## src/rtl/bldc_pkg.sv

```systemverilog
// -----------------------------------------------------------------------------
// bldc_pkg
// Shared types and helpers for the six-step BLDC commutator.
//   state_t       : controller FSM states (IDLE / RUN / FAULT)
//   step_t        : commutation step index, 0..5
//   hall_map_t    : result of a hall lookup (valid flag + base step)
//   drive_t       : gate pattern for one step, bits ordered {C,B,A}
//   hall_to_step  : hall code -> base step (000/111 flagged invalid)
//   step_for_dir  : applies the half-turn offset for reverse rotation
//   step_drive    : step -> high/low side gate pattern
// -----------------------------------------------------------------------------
package bldc_pkg;

    localparam int HALL_W = 3;

    typedef enum logic [1:0] {
        ST_IDLE  = 2'd0,
        ST_RUN   = 2'd1,
        ST_FAULT = 2'd2
    } state_t;

    typedef logic [2:0] step_t;

    typedef struct packed {
        logic  valid;
        step_t step;
    } hall_map_t;

    typedef struct packed {
        logic [2:0] hs;
        logic [2:0] ls;
    } drive_t;

    function automatic hall_map_t hall_to_step(input logic [HALL_W-1:0] code);
        hall_map_t m;
        m = '{valid: 1'b1, step: 3'd0};
        case (code)
            3'b101:  m.step = 3'd0;
            3'b100:  m.step = 3'd1;
            3'b110:  m.step = 3'd2;
            3'b010:  m.step = 3'd3;
            3'b011:  m.step = 3'd4;
            3'b001:  m.step = 3'd5;
            default: m      = '{valid: 1'b0, step: 3'd0};
        endcase
        return m;
    endfunction

    // Reverse rotation is the same table shifted by half an electrical turn.
    function automatic step_t step_for_dir(input step_t base, input logic dir);
        step_t s;
        s = base;
        if (dir) begin
            s = (base >= 3'd3) ? base - 3'd3 : base + 3'd3;
        end
        return s;
    endfunction

    function automatic drive_t step_drive(input step_t s);
        drive_t d;
        d = '{hs: 3'b000, ls: 3'b000};
        case (s)
            3'd0:    d = '{hs: 3'b001, ls: 3'b010};  // A-hi / B-lo
            3'd1:    d = '{hs: 3'b001, ls: 3'b100};  // A-hi / C-lo
            3'd2:    d = '{hs: 3'b010, ls: 3'b100};  // B-hi / C-lo
            3'd3:    d = '{hs: 3'b010, ls: 3'b001};  // B-hi / A-lo
            3'd4:    d = '{hs: 3'b100, ls: 3'b001};  // C-hi / A-lo
            3'd5:    d = '{hs: 3'b100, ls: 3'b010};  // C-hi / B-lo
            default: d = '{hs: 3'b000, ls: 3'b000};
        endcase
        return d;
    endfunction

endpackage

```

## src/rtl/hall_filter.sv

```systemverilog
// -----------------------------------------------------------------------------
// hall_filter
// Brings the asynchronous hall code into the clk domain through a 2-flop
// synchroniser, then accepts a new code only once the synchronised value has
// been seen unchanged on FILT_LEN consecutive cycles (FILT_LEN >= 2).
// Ports:
//   clk      in   clock
//   reset_n  in   asynchronous active-low reset (clears sync, filter, code)
//   hall     in   raw hall code {C,B,A}
//   code     out  filtered, registered hall code (000 after reset = invalid)
// -----------------------------------------------------------------------------
module hall_filter
    import bldc_pkg::*;
#(
    parameter int FILT_LEN = 4
) (
    input  logic              clk,
    input  logic              reset_n,
    input  logic [HALL_W-1:0] hall,
    output logic [HALL_W-1:0] code
);

    localparam int               CNT_W    = $clog2(FILT_LEN + 1);
    localparam logic [CNT_W-1:0] CNT_LAST = CNT_W'(FILT_LEN - 1);

    logic [HALL_W-1:0] sync1_q;
    logic [HALL_W-1:0] sync2_q;
    logic [HALL_W-1:0] cand_q;
    logic [CNT_W-1:0]  cnt_q;

    // NOTE: sequential state uses non-blocking assignments so every flop
    // samples the pre-edge value of its neighbours; blocking here would
    // collapse the two synchroniser stages into one.
    always_ff @(posedge clk or negedge reset_n) begin
        if (!reset_n) begin
            sync1_q <= '0;
            sync2_q <= '0;
            cand_q  <= '0;
            cnt_q   <= '0;
            code    <= '0;
        end else begin
            sync1_q <= hall;
            sync2_q <= sync1_q;
            // cnt_q is the number of consecutive samples equal to cand_q;
            // the sample that loads a new candidate is the first of them.
            if (sync2_q != cand_q) begin
                cand_q <= sync2_q;
                cnt_q  <= CNT_W'(1);
            end else if (cnt_q >= CNT_LAST) begin
                code <= cand_q;
            end else begin
                cnt_q <= cnt_q + 1'b1;
            end
        end
    end

endmodule

```

## src/rtl/six_step_commutator.sv

```systemverilog
// -----------------------------------------------------------------------------
// six_step_commutator
// Hall-sensored six-step BLDC commutation controller with PWM on the high
// side, ramped duty, break-before-make on every step change, and fault
// handling for invalid hall codes.
// Optional build macro STALL_DETECT_EN adds a stall timer that faults the
// drive after STALL_CYC RUN cycles without a filtered hall change.
// Ports:
//   clk        in   clock, all state on rising edge
//   reset_n    in   asynchronous active-low reset
//   enable     in   run request
//   dir        in   0 forward, 1 reverse
//   hall       in   raw asynchronous hall code {C,B,A}
//   speed_set  in   target duty
//   hs         out  high-side gate enables {C,B,A} (PWM gated)
//   ls         out  low-side gate enables {C,B,A} (continuous)
//   duty       out  present ramped duty
//   step       out  present commutation step 0..5
//   fault      out  high while in FAULT
// -----------------------------------------------------------------------------
module six_step_commutator
    import bldc_pkg::*;
#(
    parameter int PWM_W     = 8,
    parameter int RAMP_DIV  = 16,
    parameter int FILT_LEN  = 4,
    parameter int STALL_CYC = 1048576
) (
    input  logic              clk,
    input  logic              reset_n,
    input  logic              enable,
    input  logic              dir,
    input  logic [HALL_W-1:0] hall,
    input  logic [PWM_W-1:0]  speed_set,
    output logic [2:0]        hs,
    output logic [2:0]        ls,
    output logic [PWM_W-1:0]  duty,
    output step_t             step,
    output logic              fault
);

    localparam logic [PWM_W-1:0] PWM_LAST  = {{(PWM_W-1){1'b1}}, 1'b0};
    localparam int               RAMP_W    = (RAMP_DIV > 1) ? $clog2(RAMP_DIV) : 1;
    localparam logic [RAMP_W-1:0] RAMP_LAST = RAMP_W'(RAMP_DIV - 1);

    logic [HALL_W-1:0] code;
    hall_map_t         hall_map;
    step_t             target;
    logic              stall;

    state_t            state_q, state_d;
    step_t             step_d;
    logic              step_change;
    drive_t            drv;
    logic [2:0]        hs_d, ls_d;
    logic              fault_d;
    logic [PWM_W-1:0]  duty_d;
    logic [RAMP_W-1:0] ramp_cnt_q, ramp_cnt_d;
    logic [PWM_W-1:0]  pwm_cnt_q;
    logic              pwm_on;

    hall_filter #(
        .FILT_LEN (FILT_LEN)
    ) u_hall_filter (
        .clk     (clk),
        .reset_n (reset_n),
        .hall    (hall),
        .code    (code)
    );

    assign hall_map = hall_to_step(code);
    assign target   = step_for_dir(hall_map.step, dir);

    // PWM carrier: 0 .. 2^PWM_W-2, so duty of all-ones is on every cycle.
    always_ff @(posedge clk or negedge reset_n) begin
        if (!reset_n) begin
            pwm_cnt_q <= '0;
        end else if (pwm_cnt_q == PWM_LAST) begin
            pwm_cnt_q <= '0;
        end else begin
            pwm_cnt_q <= pwm_cnt_q + 1'b1;
        end
    end

    assign pwm_on = (pwm_cnt_q < duty);

`ifdef STALL_DETECT_EN
    localparam int                STALL_W    = $clog2(STALL_CYC + 1);
    localparam logic [STALL_W-1:0] STALL_LAST = STALL_W'(STALL_CYC - 1);

    logic [HALL_W-1:0]  code_prev_q;
    logic [STALL_W-1:0] stall_cnt_q;

    // stall_cnt_q holds the number of RUN cycles since entry or the last
    // filtered-code change; FAULT is taken on the edge that would reach
    // STALL_CYC.
    assign stall = (state_q == ST_RUN) && (code == code_prev_q) &&
                   (stall_cnt_q == STALL_LAST);

    always_ff @(posedge clk or negedge reset_n) begin
        if (!reset_n) begin
            code_prev_q <= '0;
            stall_cnt_q <= '0;
        end else begin
            code_prev_q <= code;
            if (state_d != ST_RUN || code != code_prev_q) begin
                stall_cnt_q <= '0;
            end else begin
                stall_cnt_q <= stall_cnt_q + 1'b1;
            end
        end
    end
`else
    logic stall_cyc_unused;
    assign stall_cyc_unused = (STALL_CYC != 0);
    assign stall            = 1'b0;
`endif

    always_ff @(posedge clk or negedge reset_n) begin
        if (!reset_n) begin
            state_q <= ST_IDLE;
        end else begin
            state_q <= state_d;
        end
    end

    // NOTE: every signal written here gets a default before any branch, so
    // no path leaves a value unassigned and no latch is inferred.
    always_comb begin
        state_d     = state_q;
        step_d      = step;
        hs_d        = '0;
        ls_d        = '0;
        duty_d      = duty;
        ramp_cnt_d  = ramp_cnt_q;
        drv         = step_drive(step);

        // Fault outranks enable, which outranks any step change.
        unique case (state_q)
            ST_IDLE:  if (enable && hall_map.valid) state_d = ST_RUN;
            ST_RUN: begin
                if (!hall_map.valid || stall) begin
                    state_d = ST_FAULT;
                end else if (!enable) begin
                    state_d = ST_IDLE;
                end
            end
            ST_FAULT: if (!enable) state_d = ST_IDLE;
            default:  state_d = ST_IDLE;
        endcase

        // Step tracks the hall in every state so RUN starts on the right step;
        // an invalid code holds the last good step.
        if (hall_map.valid) begin
            step_d = target;
        end
        step_change = (step_d != step);

        // The edge that moves step drives all gates off; the new pattern is
        // produced on the next edge from the updated step register.
        if (state_d == ST_RUN && !step_change) begin
            hs_d = drv.hs & {3{pwm_on}};
            ls_d = drv.ls;
        end

        fault_d = (state_d == ST_FAULT);

        if (state_d != ST_RUN) begin
            duty_d     = '0;
            ramp_cnt_d = '0;
        end else if (ramp_cnt_q == RAMP_LAST) begin
            ramp_cnt_d = '0;
            if (duty < speed_set) begin
                duty_d = duty + 1'b1;
            end else if (duty > speed_set) begin
                duty_d = duty - 1'b1;
            end
        end else begin
            ramp_cnt_d = ramp_cnt_q + 1'b1;
        end
    end

    always_ff @(posedge clk or negedge reset_n) begin
        if (!reset_n) begin
            step       <= '0;
            hs         <= '0;
            ls         <= '0;
            duty       <= '0;
            fault      <= 1'b0;
            ramp_cnt_q <= '0;
        end else begin
            step       <= step_d;
            hs         <= hs_d;
            ls         <= ls_d;
            duty       <= duty_d;
            fault      <= fault_d;
            ramp_cnt_q <= ramp_cnt_d;
        end
    end

endmodule

```

## config.mk

```make
export PLATFORM = sky130hd
export DESIGN_NAME = six_step_commutator
export DESIGN_NICKNAME = d
export VERILOG_FILES = /design/src/rtl/bldc_pkg.sv /design/src/rtl/hall_filter.sv /design/src/rtl/six_step_commutator.sv
export SDC_FILE = /design/constraint.sdc
export NUM_CORES = 1
export LEC_CHECK = 0
export CAP_MARGIN = 40
export CORE_ASPECT_RATIO = 0.9
export CORE_MARGIN = 2
export CORE_UTILIZATION = 55
export CTS_BUF_LIST = sky130_fd_sc_hd__clkbuf_2 sky130_fd_sc_hd__clkbuf_4 sky130_fd_sc_hd__clkbuf_8
export DETAILED_ROUTE_END_ITERATION = 10
export PLACE_DENSITY = 0.8
export SYNTH_ARGS = -nofsm -noshare
export SYNTH_HDL_FRONTEND = slang
export SYNTH_HIERARCHICAL = 1
export SYNTH_SLANG_ARGS = --single-unit
```

## constraint.sdc

```tcl
create_clock -name clk -period 7.8 [get_ports clk]
set_input_delay 0.78 -clock clk [delete_from_list [all_inputs] [get_ports clk]]
set_output_delay 0.78 -clock clk [all_outputs]
set_load 0.03 [all_outputs]
```

==> run metrics <==
area leader, netlist dfrtp_1; DR iter-0 viols 103; Clock Path Buffers 2; die area 5690 µm²; clk root buf clkbuf_8; total CTS buffers 5; Antenna Cells 0; total routed wirelength 4830 µm; Fin. Hold Viols 0; largest net degree at the start of global routing 38; Max VDD drop 0.000178 V; pwr dens 301 nW/µm²; Final nets 350; Syn Area/Cell 10.1 µm²; Tot GR Track Use 18.9%; Max Slew Vio Count 0; Post-synth EDFFs 0; Critical Path RT 8.00 ns; DRC errors left 0; Mapped Nets 321; min-delay worst type input pin to asynchronous set/reset pin; status finished, final reports clean; asr flop ratio synth 100%; area of the core 4860 µm²; grt total ovfl 0; Post-synth top flop dfrtp_1; drt wl/cell 13.0 µm; post-synth top area share 41.9%; Flop pwr share 37.0%; Logic pwr share 48.1%; port bufs 32; Starting Density 57.6%; die height 71.7 µm; # fillers 390; clk_lat worst skew 0.30 ns; reg2reg start duty[1]$_DFFE_PN0P_; worst reg2reg path endpoint duty[7]$_DFFE_PN0P_; Slew Limit Headroom 46.4%; final setup violation count 0; via count of the routed design 1,979; CTS clk-pin slew, worst paths 0.09 ns; Leak 0.00152 µW; share of cells above drive strength 1 6.84%; Slew @ Worst Pin 0.801 ns; fin crit period 3.83 ns; Post-CTS Setup Bufs 0; WP data arrival 4.03 ns; row count 24; first-pass GRT wire length 8470 µm; final critical-path share of the clock period 49.1%; Sw Pwr 415 µW; initial antenna violation count 0; r2r setup slk 4.48 ns; Setup TNS Final 0 ns; r2r worst-path depth 12; # placed instances 364; yosys warns 6; placer congestion estimate 0.823; Syn Inst Count 277; worst setup path category input pin to register; switching share of power 42.6%; Post-synth top cells dfrtp_1 (47), ha_1 (28), inv_1 (24), nand2_1 (24), nor2_1 (19); RSZ-0062 raised after global routing false; mapped cell area 2800 µm²; Pint 558 µW; vias per cell 5.32; Yosys reg bits 47; htree depth 2; DRT Pass-1 Iters 4; count leader, synth dfrtp_1; filler-free cell count of the finished design 372; CTS sink cnt 47; Max Cap Viol 0; area delta synth->final 15.2%; top cells by area, synth dfrtp_1 (42%), ha_1 (12%), xor2_1 (3.7%); CTS tree built; clock skew 0.00641 ns; CP startpoint kind input pin; crit-path max FO 7; Top Ports 33; sequential-to-total area share from yosys stat 41.9%; chip width 79.3 µm; DP Wirelength 3630 µm; Yosys cell types 56; hold_buf cts 0; post-route ant nets 0; maximum clock rate 261 MHz; clock network power share 14.9%; crit path launch speed_set[1]; Worst setup EP type register; PostCTS Resize Cnt 0; vias in the first global route 1,883
-- power by group through the flow --
stage	Sequential, µW	Clock, µW	Combinational (µW)
floorplan	386	0	343
global placement	363	0	456
detailed placement	366	0	468
CTS	361	150	472
global route	370	160	521
finish	360	145	468
-- stage by stage --
step | total power (µW) | setup slack [ns] | instance area, µm² | utilization (%) | hold WS [ns]
final | 973 | 3.97 | 3230 | 66.4 | 0.336
after CTS | 983 | 4.00 | 3230 | 66.4 | 0.337
after detailed placement | 834 | 3.70 | 3140 | 64.6 | 0.335
after global routing | 1050 | 3.76 | 3230 | 66.4 | 0.341
after floorplan | 729 | 4.36 | 2800 | - | 0.331
after global placement | 819 | 3.76 | 3120 | 64.1 | 0.332
-- cell type report --
type	instances	area (µm²)	share of cell area [%]
Clock buffer	5	68.8	2.13
Tap cell	65	81.3	2.52
Clock inverter	3	20.0	0.620
Sequential cell	47	1180	36.4
Timing Repair Buffer	33	335	10.4
Multi-Input combinational cell	194	1450	45.0
Inverter	25	93.8	2.91
-- layer usage --
layer  vias up  track usage, %  share of wire [%]
met5         -               0                  0
met4         0            5.75                1.2
met2        23            31.1                 47
met1       928            25.5                 49
li1       1024               -                  -
met3         4            3.90                2.9
-- cells in the final DEF, fill, tap and decap left out, types with 2 or more instances in the layout --
master / instances
o31ai_1: 6
mux2_1: 3
a21o_1: 8
nor3_1: 7
or2b_1: 2
ha_1: 28
clkdlybuf4s50_1: 31
inv_1: 24
and2_1: 3
o21ai_0: 11
dfrtp_1: 47
nor2b_1: 5
nor4_1: 2
nand4_1: 2
a211o_1: 2
xor2_1: 12
clkinvlp_4: 2
nand3_1: 6
xnor2_1: 5
clkbuf_8: 5
nand2_1: 24
o211ai_1: 4
nor2_1: 19
nand2b_1: 2
a21oi_1: 14
-- worst max path at each step --
stage                               end  slack, ns  cells after the start
floorplan           duty[7]$_DFFE_PN0P_       4.36                     13
CTS                 duty[7]$_DFFE_PN0P_       4.00                     14
global route        duty[7]$_DFFE_PN0P_       3.76                     14
finish              duty[7]$_DFFE_PN0P_       3.97                     14
global placement    duty[7]$_DFFE_PN0P_       3.76                     14
detailed placement  duty[7]$_DFFE_PN0P_       3.70                     14
-- registers in the layout (all words and copies together) (netlist names) --
| name | count |
|---|---|
| u_hall_filter/cand_q | 3 |
| ramp_cnt_q | 4 |
| u_hall_filter/sync1_q | 3 |
| u_hall_filter/cnt_q | 3 |
| state_q | 2 |
| u_hall_filter/sync2_q | 3 |
| fault | 1 |
| pwm_cnt_q | 8 |
| step | 3 |
| hs | 3 |
| duty | 8 |
| ls | 3 |
| u_hall_filter/code | 3 |
-- worst max-delay path: stages --
cell and delay (ns):
clkdlybuf4s50_1 0.45, inv_1 0.04, ha_1 0.29, nor2b_1 0.13
o211a_1 0.22, o21bai_1 0.23, nand2_1 0.21, ha_1 0.38
a21o_1 0.20, a21oi_1 0.18, a21oi_1 0.11, a211o_1 0.31
a311o_2 0.39, o21a_1 0.10
-- kinds of logic (layout without fill, tap and decap cells) --
kind of cell / count (synthesis) / in the layout / share of synthesized area, %
and+or+nand+nor: 83 / 83 / 15.4
AOI/OAI and AO/OA: 62 / 62 / 16.8
DFF: 47 / 47 / 41.9
buffers and inverters: 36 / 66 / 6.20
adders and majority gates: 29 / 29 / 13.2
xor gates and xnor gates: 17 / 17 / 5.31
muxes: 3 / 3 / 1.20
Note: power is estimated with default switching activity, not from simulation.
